File: src/rtl/distance_display_pkg.sv
// Shared types and helpers for the ultrasonic range display: FSM states,
// the 4-digit BCD value type, segment codes and BCD arithmetic.
package distance_display_pkg;

    typedef enum logic [1:0] {
        ST_TRIG,
        ST_WAIT,
        ST_MEAS,
        ST_HOLD
    } state_t;

    // Digit 3 is thousands, digit 0 is units.
    typedef logic [3:0][3:0] bcd_t;

    localparam bcd_t BCD_ZERO = 16'h0000;
    localparam bcd_t BCD_MAX  = 16'h9999;

    // Active-low segment codes, bit 0 = seg a ... bit 6 = seg g, bit 7 = dp.
    localparam logic [7:0] SEG_0     = 8'hC0;
    localparam logic [7:0] SEG_1     = 8'hF9;
    localparam logic [7:0] SEG_2     = 8'hA4;
    localparam logic [7:0] SEG_3     = 8'hB0;
    localparam logic [7:0] SEG_4     = 8'h99;
    localparam logic [7:0] SEG_5     = 8'h92;
    localparam logic [7:0] SEG_6     = 8'h82;
    localparam logic [7:0] SEG_7     = 8'hF8;
    localparam logic [7:0] SEG_8     = 8'h80;
    localparam logic [7:0] SEG_9     = 8'h90;
    localparam logic [7:0] SEG_BLANK = 8'hFF;

    function automatic logic [7:0] digit_to_seg(input logic [3:0] digit);
        logic [7:0] seg;
        case (digit)
            4'd0:    seg = SEG_0;
            4'd1:    seg = SEG_1;
            4'd2:    seg = SEG_2;
            4'd3:    seg = SEG_3;
            4'd4:    seg = SEG_4;
            4'd5:    seg = SEG_5;
            4'd6:    seg = SEG_6;
            4'd7:    seg = SEG_7;
            4'd8:    seg = SEG_8;
            4'd9:    seg = SEG_9;
            default: seg = SEG_BLANK;
        endcase
        return seg;
    endfunction

    // Decimal increment that sticks at 9999 instead of rolling over.
    function automatic bcd_t bcd_inc_sat(input bcd_t value);
        bcd_t result;
        logic carry;
        result = value;
        carry  = (value != BCD_MAX);
        for (int i = 0; i < 4; i++) begin
            if (carry) begin
                if (result[i] == 4'd9) begin
                    result[i] = 4'd0;
                end else begin
                    result[i] = result[i] + 4'd1;
                    carry     = 1'b0;
                end
            end
        end
        return result;
    endfunction

endpackage

File: src/rtl/distance_display_scan.sv
// Four-digit multiplexed 7-segment driver: rotates a one-hot anode every
// SCAN_CYCLES clocks and registers the matching segment code alongside it.
module seven_seg_scan
    import distance_display_pkg::*;
#(
    parameter int SCAN_CYCLES = 1024
) (
    input  logic       clk,
    input  logic       rst_n,
    input  bcd_t       value,
    output logic [3:0] anode,
    output logic [7:0] cathode
);

    localparam int SW = (SCAN_CYCLES > 1) ? $clog2(SCAN_CYCLES) : 1;
    localparam logic [SW-1:0] SCAN_LAST = SW'(SCAN_CYCLES - 1);

    logic [SW-1:0] scan_cnt;
    logic [1:0]    sel;
    logic [1:0]    sel_next;
    logic          scan_wrap;

    assign scan_wrap = (scan_cnt == SCAN_LAST);
    assign sel_next  = scan_wrap ? sel + 2'd1 : sel;

    // Anode and cathode are both loaded from sel_next so they always agree.
    always_ff @(posedge clk or negedge rst_n) begin
        if (!rst_n) begin
            scan_cnt <= '0;
            sel      <= 2'd0;
            anode    <= 4'b0001;
            cathode  <= SEG_0;
        end else begin
            scan_cnt <= scan_wrap ? '0 : scan_cnt + 1'b1;
            sel      <= sel_next;
            anode    <= 4'b0001 << sel_next;
            cathode  <= digit_to_seg(value[sel_next]);
        end
    end

endmodule

File: src/rtl/distance_display.sv
// HC-SR04-style range finder: periodic trigger, echo timing straight into a
// BCD centimetre count, and a multiplexed 4-digit readout.
module distance_display
    import distance_display_pkg::*;
#(
    parameter int TRIG_CYCLES         = 400,
    parameter int CYCLES_PER_CM       = 2320,
    parameter int ECHO_TIMEOUT_CYCLES = 1600000,
    parameter int MEAS_PERIOD_CYCLES  = 2400000,
    parameter int SCAN_CYCLES         = 1024
) (
    input  logic       clk,
    input  logic       rst_n,
    input  logic       echo_i,
    output logic       trigger_o,
    output logic [3:0] anode_o,
    output logic [7:0] cathode_o
);

    localparam int PW = (MEAS_PERIOD_CYCLES > 1) ? $clog2(MEAS_PERIOD_CYCLES) : 1;
    localparam int WW = (ECHO_TIMEOUT_CYCLES > 1) ? $clog2(ECHO_TIMEOUT_CYCLES) : 1;
    localparam int CW = (CYCLES_PER_CM > 1) ? $clog2(CYCLES_PER_CM) : 1;

    localparam logic [PW-1:0] TRIG_LAST   = PW'(TRIG_CYCLES - 1);
    localparam logic [PW-1:0] PERIOD_LAST = PW'(MEAS_PERIOD_CYCLES - 1);
    localparam logic [WW-1:0] WAIT_LAST   = WW'(ECHO_TIMEOUT_CYCLES - 1);
    localparam logic [CW-1:0] PRESC_LAST  = CW'(CYCLES_PER_CM - 1);

    state_t        state, state_next;
    logic [PW-1:0] period_cnt, period_next;
    logic [WW-1:0] wait_cnt, wait_next;
    logic [CW-1:0] presc, presc_next;
    bcd_t          acc, acc_next;
    bcd_t          disp, disp_next;

    logic echo_meta, echo_sync, echo_prev;
    logic echo_rise, echo_fall, period_end;

    always_ff @(posedge clk or negedge rst_n) begin
        if (!rst_n) begin
            echo_meta <= 1'b0;
            echo_sync <= 1'b0;
            echo_prev <= 1'b0;
        end else begin
            echo_meta <= echo_i;
            echo_sync <= echo_meta;
            echo_prev <= echo_sync;
        end
    end

    assign echo_rise  = echo_sync & ~echo_prev;
    assign echo_fall  = ~echo_sync & echo_prev;
    assign period_end = (period_cnt == PERIOD_LAST);

    always_ff @(posedge clk or negedge rst_n) begin
        if (!rst_n) begin
            state      <= ST_TRIG;
            period_cnt <= '0;
            wait_cnt   <= '0;
            presc      <= '0;
            acc        <= BCD_ZERO;
            disp       <= BCD_ZERO;
            trigger_o  <= 1'b0;
        end else begin
            state      <= state_next;
            period_cnt <= period_next;
            wait_cnt   <= wait_next;
            presc      <= presc_next;
            acc        <= acc_next;
            disp       <= disp_next;
            // One-cycle lag keeps trigger low in reset yet high for TRIG_CYCLES clocks.
            trigger_o  <= (state == ST_TRIG);
        end
    end

    always_comb begin
        state_next  = state;
        period_next = period_cnt + 1'b1;
        wait_next   = '0;
        presc_next  = presc;
        acc_next    = acc;
        disp_next   = disp;

        case (state)
            ST_TRIG: begin
                if (period_cnt == TRIG_LAST) state_next = ST_WAIT;
            end
            ST_WAIT: begin
                if (echo_rise) begin
                    state_next = ST_MEAS;
                    presc_next = '0;
                    acc_next   = BCD_ZERO;
                end else if (wait_cnt == WAIT_LAST) begin
                    state_next = ST_HOLD;
                end else begin
                    wait_next = wait_cnt + 1'b1;
                end
            end
            ST_MEAS: begin
                // echo_prev is high from the cycle after the rise through the
                // fall cycle, so exactly the pulse width in clocks is counted.
                if (echo_prev) begin
                    if (presc == PRESC_LAST) begin
                        presc_next = '0;
                        acc_next   = bcd_inc_sat(acc);
                    end else begin
                        presc_next = presc + 1'b1;
                    end
                end
                if (echo_fall) begin
                    disp_next  = acc_next;
                    state_next = ST_HOLD;
                end else if (period_end) begin
                    disp_next  = acc_next;
                    state_next = ST_TRIG;
                end
            end
            ST_HOLD: begin
                if (period_end) state_next = ST_TRIG;
            end
            default: state_next = ST_TRIG;
        endcase

        if (state_next == ST_TRIG && state != ST_TRIG) period_next = '0;
    end

    seven_seg_scan #(
        .SCAN_CYCLES(SCAN_CYCLES)
    ) u_scan (
        .clk    (clk),
        .rst_n  (rst_n),
        .value  (disp),
        .anode  (anode_o),
        .cathode(cathode_o)
    );

endmodule

File: config.mk
export PLATFORM = sky130hd
export DESIGN_NAME = distance_display
export DESIGN_NICKNAME = d
export VERILOG_FILES = /design/src/rtl/distance_display_pkg.sv /design/src/rtl/distance_display_scan.sv /design/src/rtl/distance_display.sv
export SDC_FILE = /design/constraint.sdc
export NUM_CORES = 1
export LEC_CHECK = 0
export CAP_MARGIN = 0
export CORE_MARGIN = 2
export CORE_UTILIZATION = 55
export CTS_BUF_LIST = sky130_fd_sc_hd__clkbuf_2 sky130_fd_sc_hd__clkbuf_4 sky130_fd_sc_hd__clkbuf_8
export CTS_CLUSTER_SIZE = 12
export DETAILED_ROUTE_END_ITERATION = 8
export HOLD_SLACK_MARGIN = 0.06
export PLACE_DENSITY = 0.76
export SYNTH_ARGS = -nofsm -noshare
export SYNTH_HDL_FRONTEND = slang
export SYNTH_SLANG_ARGS = --single-unit
File: constraint.sdc
create_clock -name clk -period 4.7 [get_ports clk]
set_input_delay 0.94 -clock clk [delete_from_list [all_inputs] [get_ports clk]]
set_output_delay 0.94 -clock clk [all_outputs]
set_load 0.01 [all_outputs]
---- Word-level counts from Yosys, hierarchy flattened ----
Memories as Yosys holds them, arrays and structs flattened. A register that Yosys moved wholly into a read port is not among the register bits.
Index checks and enable logic that the tools add are counted.
storage, ports and cells
  register bits after elaboration ......... 117
  bits in latches ......................... 0
  memory bits (writable) .................. 0
  memory bits (read-only) ................. 112
  word-level logic and storage cells ...... 108
  memories ................................ 1
memory list
  name              words  bits a word  rd ports  clocked after Yosys merged registers in  write ports  RTL line                    source
  (name not given)  16     7            1         1                                        0            distance_display_pkg.sv:33  case (digit)
cells by class
  add/sub/neg operators ................... 9
  multiply operators ...................... 0
  div/mod/pow operators ................... 0
  $lt $le $gt $ge ......................... 1
  eq/ne operators ......................... 15
  shift-type cells ........................ 1
  multiplexer cells ....................... 47
  bitwise logic cells ..................... 4
  reductions and logical operators ........ 10
operator list
  operator               number
  $mux 16                5
  $mux 21                3
  $mux 12                3
  $mux 4                 9
  $pmux 16 s2            1
  $pmux 12 s2            1
  $add 22x1->22 const B  1
  $eq 22x22->1 const B   1
  $eq 22x9->1 const B    1
  $mux 22                1
  $add 21x1->21 const B  1
  $eq 21x21->1 const B   1
  $add 4x1->4 const B    4
  $eq 4x4->1 const B     4
  $ne 16x16->1 const B   1
  $mux 1                 15
  $add 12x1->12 const B  1
  $eq 12x12->1 const B   1
  $mux 2                 6
  $add 10x1->10 const B  1
  $eq 10x10->1 const B   1
  $mux 10                1
  $bmux 4 s2             1
  $pmux 2 s4             1
  other kinds (14)       22

---- Depth between registers and ports, before layout ----
Gate-level depths: netlist (run 1).
  depth after elaboration ................. 19
  gate-level depth with buffers ........... 12
  gate-level depth less buffers ........... 10

---- Hierarchy ----
A second synthesis (run 1) with hierarchy kept.
unflattened totals
  cell total of the unflattened synthesis .. 625
  area total of the unflattened synthesis .. 6050.8 µm²
by module, submodules not included
  module            times used  cells each  area an instance (µm²)  seq. area each (µm²)
  distance_display  1           513         4848.4                  2327.2
  seven_seg_scan    1           112         1202.4                  578.1

---- Least setup slack after synthesis (run 1) ----
OpenSTA, ideal clock, no wires.
  kind .................................... reg2reg
  start point ............................. reg u_scan.scan_cnt[0]
  end point ............................... reg u_scan.cathode[5]
  arrival time ............................ 2606 ps
  data required time ...................... 4563 ps
  slack ................................... 1957 ps
  stages on the path, launching flop included .. 12
  path buffers ............................ 2
  period minus slack after synthesis ...... 2743 ps
  path through ............................ dfrtp_1 > ha_1 > and4_1 > buf_2 > buf_2 > nand3_1 > mux2_2 > nor3_1 > inv_1 > ha_1 > o32ai_1 > o22ai_1
on the way
  longest elaborated chain between the ends .. 4
RTL lines
  item                          RTL line                     source
  from (decl)                   distance_display_scan.sv:18  logic [SW-1:0] scan_cnt;
  from (signal assigned)        distance_display_scan.sv:34  scan_cnt <= scan_wrap ? '0 : scan_cnt + 1'b1;
  $eq 10x10->1                  distance_display_scan.sv:23  assign scan_wrap = (scan_cnt == SCAN_LAST);
  $mux 2                        distance_display_scan.sv:24  assign sel_next = scan_wrap ? sel + 2'd1 : sel;
  $bmux 4 s2                    distance_display_scan.sv:37  cathode <= digit_to_seg(value[sel_next]);
  $mux 4 (not written as such)  distance_display_scan.sv:37
  to (decl)                     distance_display_scan.sv:12  output logic [7:0] cathode
Every way passes these cells. The select of a mux whose other input is x is not followed.
A chain may end at the register's enable or synchronous reset.

---- Final worst setup path (run 1) ----
Same ends and word-level chain as after synthesis.

==> results.txt, run 1 <==
Hold Crit Start = echo_meta
via count = 5187
crit-path max FO = 15
crit end category = register
WL per Instance = 16.8 um
Seq/Total Area, Yosys = 0.448
largest area contributor in the netlist = dfrtp_1
r2r worst-path depth = 9
pwr dens = 276 nW/um2
Final Max Slew Viols = 0
Critical Path RT = 5.02 ns
Final Instance Count excl. Fillers = 829
Die Span X = 113 um
YS warnings = 0
Hold Fails Final Rpt = 0
Synth Flop Type = dfrtp_1
Worst Tran Pin Value = 0.914 ns
largest net degree at the start of global routing = 46
worst vdd ir = 217 uV
share of the synthesized area in the top cell type = 0.440
io pins = 16
worst skew pair latency = 0.45 ns
Multi-input gate area = 3320 um2
Tmin final = 3.13 ns
Final ANT Viol Nets = 0
layout cells sized above 1 = 0.105
post-detail-place hpwl = 9.55 mm
P_leak = 0.00292 uW
fill count = 917
Pre-antenna DRT Iters = 5
# DRC = 0
clock buffer depth = 2
initial core utilization = 0.565
GPL Wtd Cong = 0.877
FF-to-FF Start = u_scan.scan_cnt[0]
crit path kind = reg -> reg
H-Tree Depth = 4
clock sinks = 116
endpoints failing setup = 0
r2r endpoint = u_scan.cathode[5]
Slew HR = 0.388
area of the core = 11500 um2
Netlist Area Pre-Place = 6480 um2
Mapped Nets = 680
# Post-CTS Setup Buffers = 0
Detail Route met3 WL = 699 um
first-pass GRT wire length = 24.1 mm
Register Area = 2910 um2
DR top layer = met4
Yosys reg bits = 116
worst setup path start = u_scan.scan_cnt[0]
Hold-fix buffers, CTS = 0
Post-Route WL = 13.9 mm
top cells by area, synth = dfrtp_1, xor2_1, xnor2_1
TritonCTS clock tree = yes
post-placement cell count = 797
Synth Area per Inst = 9.70 um2
root buffer cell = clkbuf_8
gr ovfl total = 0
CTS clk-pin slew, worst paths = 0.07 ns
die height = 113 um
Setup crit end = u_scan.cathode[5]
num rows = 39
Clock Skew = 0.00702 ns
Worst Slack Setup Final = 1.57 ns
Overall Power = 1950 uW
Area growth, synth to finish = 9.17%
FFs w/ async S/R, synth = 1.00
met2 wire len = 6.68 mm
f_max = 319 MHz
Setup TNS = 0 ns
Max-cap violations = 0
DRT iter0 DRCs = 489
worst min-delay path category = reg -> reg
Die ar. = 12700 um2
most frequent cell after synthesis = dfrtp_1
DR vias/cell = 6.26
GRT Total Usage = 0.235
PortBufs = 14
CTS resizes = 0
final worst path period share = 0.666
M1 WL = 6.21 mm
Post-Synthesis Cells = 668
Synth top cells by count = dfrtp_1, nor2_1, nand3_1, nand2_1, o21ai_0
DP Worst Slack = 1.62 ns
Synth cell types = 81
Final #Nets = 685
initial antenna violation count = 0
Post-synth EDFFs = 0
number of diodes = 0
status = finished clean
vias in the first global route = 5071
Data arrival, critical path = 3.45 ns
Num CTS Buffers = 17
startpoint class of the critical path = register
reg-to-reg slack, setup = 1.57 ns
RSZ-0062 raised after global routing = false
-- report_power, final --
part	internal, uW	leakage [uW]	switching [uW]	total (uW)
combinational	3.81	0.00115	22.6	26.4
sequential	999	0.00157	1.69	1000
clock	504	0.000202	417	921
total	1510	0.00292	442	1950
-- flip-flops by register name, indices dropped and copies added (netlist names) --
register         flops
u_scan.anode         4
echo_sync            1
u_scan.sel           2
u_scan.scan_cnt     10
echo_meta            1
presc               12
trigger_o            1
echo_prev            1
wait_cnt            21
acc                 16
disp                16
state                2
u_scan.cathode       7
period_cnt          22
-- cells in the final DEF (no fill, tap or decap), types with 12 or more instances in the layout --
| cell | n |
|---|---|
| dfrtp_1 | 114 |
| nor2_1 | 48 |
| nand3_1 | 44 |
| nand2_1 | 33 |
| o21ai_0 | 30 |
| xor2_1 | 28 |
| xnor2_1 | 27 |
| inv_1 | 25 |
| nand4_1 | 23 |
| clkbuf_8 | 19 |
| mux2i_1 | 18 |
| a21oi_1 | 17 |
| and3_1 | 17 |
| nor3_1 | 15 |
| o21ai_1 | 14 |
| clkdlybuf4s50_1 | 13 |
| nor4_1 | 12 |
-- through the flow --
| stage | utilization | cell area [um2] | hold slack, ns |
|---|---|---|---|
| 6_report | 0.617 | 7070 | 0.349 |
| 5_1_grt | 0.617 | 7070 | 0.364 |
| 4_1_cts | 0.617 | 7070 | 0.352 |
| 3_5_place_dp | 0.582 | 6670 | 0.336 |
| 3_3_place_gp | 0.582 | 6670 | 0.333 |
| 2_1_floorplan | - | 6480 | 0.331 |
-- metal layers --
| metal | up-vias | GRT usage |
|---|---|---|
| li1 | 2467 | - |
| met1 | 2521 | 0.316 |
| met2 | 166 | 0.366 |
| met3 | 33 | 0.0567 |
| met4 | 0 | 0.104 |
| met5 | - | 0 |
-- area by class of cell --
| cell class | count | area share |
|---|---|---|
| Clock buffer | 20 | 0.0380 |
| Timing Repair Buffer | 19 | 0.0248 |
| Inverter | 25 | 0.0133 |
| Sequential cell | 116 | 0.411 |
| Tap cell | 143 | 0.0253 |
| Clock inverter | 12 | 0.0184 |
| Multi-Input combinational cell | 494 | 0.469 |
-- logic make-up (layout without fill, tap and decap cells) --
| group | Yosys count | after routing | synth area share |
|---|---|---|---|
| simple gates | 269 | 269 | 0.238 |
| other cells | 1 | 1 | 0.000579 |
| fa+ha+maj | 9 | 9 | 0.0174 |
| buf+inv | 58 | 76 | 0.0394 |
| compound gates | 135 | 135 | 0.142 |
| mux | 25 | 25 | 0.0400 |
| flops | 116 | 116 | 0.448 |
| xor+xnor | 55 | 55 | 0.0744 |
-- worst max-delay path, stage by stage, from the launching register on --
cell	delay, ns
dfrtp_1	0.40
ha_1	0.24
and4_1	0.55
nand3_1	0.23
mux2_2	0.33
nor3_1	0.44
inv_1	0.14
ha_1	0.21
o32ai_1	0.34
o22ai_1	0.11
-- how the worst min path moves through the flow --
stage / cells after the start / slack (ns) / end
2_1_floorplan: 0 / 0.33 / echo_sync
3_3_place_gp: 0 / 0.33 / echo_sync
3_5_place_dp: 0 / 0.34 / echo_sync
4_1_cts: 0 / 0.35 / echo_sync
5_1_grt: 0 / 0.36 / echo_sync
6_report: 0 / 0.35 / echo_sync
(Power assumes the default switching activity.)
==> run 2: changes to the inputs <==
==> constraint.sdc (replaced) <==
create_clock -name clk -period 2.9 [get_ports clk]
set_input_delay 0.58 -clock clk [delete_from_list [all_inputs] [get_ports clk]]
set_output_delay 0.58 -clock clk [all_outputs]
set_load 0.01 [all_outputs]
==> run 2 against run 1 <==
Combinational power up 69%. Register-to-register slack got worse by 1.4 ns. Sequential power grew 62%. Hold slack lost 0.26 ns. Via count is essentially flat. Clock skew is 0.0043 ns higher. Critical path depth is the same. Final area grew 2.2%. Die area unchanged. Count of clock-buffer cells in the layout unchanged. First-iteration DRC count down 18%. Critical path type unchanged. Critical endpoint unchanged.
==> results.txt, run 2 (synthesized netlist as in run 1, its figures left out) <==
worst min-delay path category = in -> async
Die ar. = 12700 um2 (unchanged)
Worst Tran Pin Value = 0.665 ns (-0.248 ns)
clock sinks = 116 (unchanged)
max reg flops = 22 (unchanged)
Comb pwr share = 0.013 (about the same)
Die Span X = 113 um (unchanged)
Max-cap violations = 0 (unchanged)
layout cells sized above 1 = 0.125 (+0.0199)
Pre-antenna DRT Iters = 5 (unchanged)
Clock Skew = 0.0113 ns (+0.00425 ns)
most frequent cells in the layout = dfrtp_1, nor2_1, nand3_1
area of the core = 11500 um2 (unchanged)
number of diodes = 0 (unchanged)
Tmin final = 2.75 ns (-0.376 ns)
crit path kind = reg -> reg
# DRC = 0 (unchanged)
WL per Instance = 16.5 um (-2.0%)
pwr dens = 459 nW/um2 (+67%)
Critical Path RT = 3.21 ns (-1.81 ns)
CTS resizes = 1 (+1)
Post-Route WL = 13.8 mm (-0.75%)
largest net degree at the start of global routing = 53 (+15%)
TritonCTS clock tree = yes
status = finished clean
Slew HR = 0.552 (+0.164)
fill count = 933 (+1.7%)
initial antenna violation count = 0 (unchanged)
# Post-CTS Setup Buffers = 0 (unchanged)
CTS clk-pin slew, worst paths = 0.07 ns (about the same)
Psw = 713 uW (+61%)
Area growth, synth to finish = 11.6%
initial core utilization = 0.565 (unchanged)
Data arrival, critical path = 3.07 ns (-0.38 ns)
power share of the clock group = 0.498 (+0.025)
Overall Power = 3320 uW (+70%)
GRT Total Usage = 0.236 (+0.000946)
Design Area, Final = 7230 um2 (+2.2%)
f_max = 363 MHz (+14%)
startpoint class of the critical path = register
crit-path max FO = 9 (-6)
post-detail-place hpwl = 9.67 mm (+1.2%)
Sequential Power Share = 0.489 (-0.025)
DRT iter0 DRCs = 402 (-18%)
clock buffer depth = 2 (unchanged)
worst vdd ir = 445 uV (+100%)
Internal = 2610 uW (+73%)
PortBufs = 14 (unchanged)
first-pass GRT wire length = 24.1 mm (about the same)
Final ANT Viol Nets = 0 (unchanged)
Worst Slack Setup Final = 0.145 ns (-1.42 ns)
P_leak = 0.00300 uW (+2.8%)
gr ovfl total = 0 (unchanged)
worst setup path start = u_scan.scan_cnt[0]
Num CTS Buffers = 17 (unchanged)
placed inst area = 6770 um2 (+1.4%)
DR vias/cell = 6.18 (-1.3%)
Regs by FF count = period_cnt: 22 flops, wait_cnt: 21 flops
final worst path period share = 0.950 (+0.284)
worst skew pair latency = 0.45 ns (about the same)
Final #Nets = 696 (+1.6%)
die height = 113 um (unchanged)
FF-to-FF Start = u_scan.scan_cnt[0]
Hold-fix buffers, CTS = 0 (unchanged)
io pins = 16 (unchanged)
Switching Share = 0.215 (-0.0120)
root buffer cell = clkbuf_8
Final Max Slew Viols = 0 (unchanged)
most common cell after layout, fill and taps aside = dfrtp_1
Finished Core Util = 0.630 (+0.0136)
crit end category = register
Hold Fails Final Rpt = 0 (unchanged)
DP Worst Slack = -0.0334 ns (-1.66 ns)
endpoints failing setup = 0 (unchanged)
via count = 5188 (+0.019%)
H-Tree Depth = 4 (unchanged)
num rows = 39 (unchanged)
vias in the first global route = 5053 (-0.35%)
GPL Wtd Cong = 0.891 (+1.6%)
Reg with most FFs = period_cnt
## run 2: power groups by stage
| stage | clock, uW | combinational [uW] | sequential, uW |
|---|---|---|---|
| global route | 1760 | 53.3 | 1620 |
| global placement | 0 | 46.2 | 1650 |
| detailed placement | 0 | 47.5 | 1650 |
| finish | 1650 | 44.5 | 1620 |
| CTS | 1690 | 47.6 | 1620 |
| floorplan | 0 | 8.98 | 1650 |
## run 2: routing by layer
layer,part of all wire,vias to the layer above,global-route usage
met5,0,-,0
met2,0.48,150,0.378
met1,0.45,2522,0.315
li1,-,2492,-
met4,0.018,0,0.0805
met3,0.050,24,0.0632
## run 2: final cells by class
cell class	count	area, um2	area share
clock buffers	20	263	0.0363
clock inverters	12	176	0.0244
inverters	25	93.8	0.0130
multi-input cells	494	3340	0.462
flip-flops and latches	116	2910	0.402
well taps	143	179	0.0247
repair buffers	30	270	0.0374
## run 2: per-stage QoR
stage	setup TNS, ns	hold WS, ns	instances
2_1_floorplan	0	0.284	668
3_3_place_gp	0	0.338	808
3_5_place_dp	-0.0458	0.338	808
4_1_cts	0	0.0906	840
5_1_grt	-0.0168	0.109	840
6_report	0	0.0851	840
## run 2: final timing paths
check                                     to  slack [ns]  cells after the start
max in group asynchronous    u_scan.anode[0]        2.03                      2
min                                presc[11]        0.09                      1
min reg2reg                        echo_sync        0.35                      0
max                        u_scan.cathode[5]        0.15                      9
min in group clk                   echo_sync        0.35                      0
max reg2reg                u_scan.cathode[5]        0.15                      9
## run 2: critical path, cell delays in order (launching register included)
cell,delay [ns]
dfrtp_1,0.41
ha_1,0.26
and4_2,0.33
nand3_1,0.16
mux2_2,0.38
nor3_2,0.32
inv_1,0.13
ha_1,0.21
o32ai_2,0.31
o22ai_1,0.11
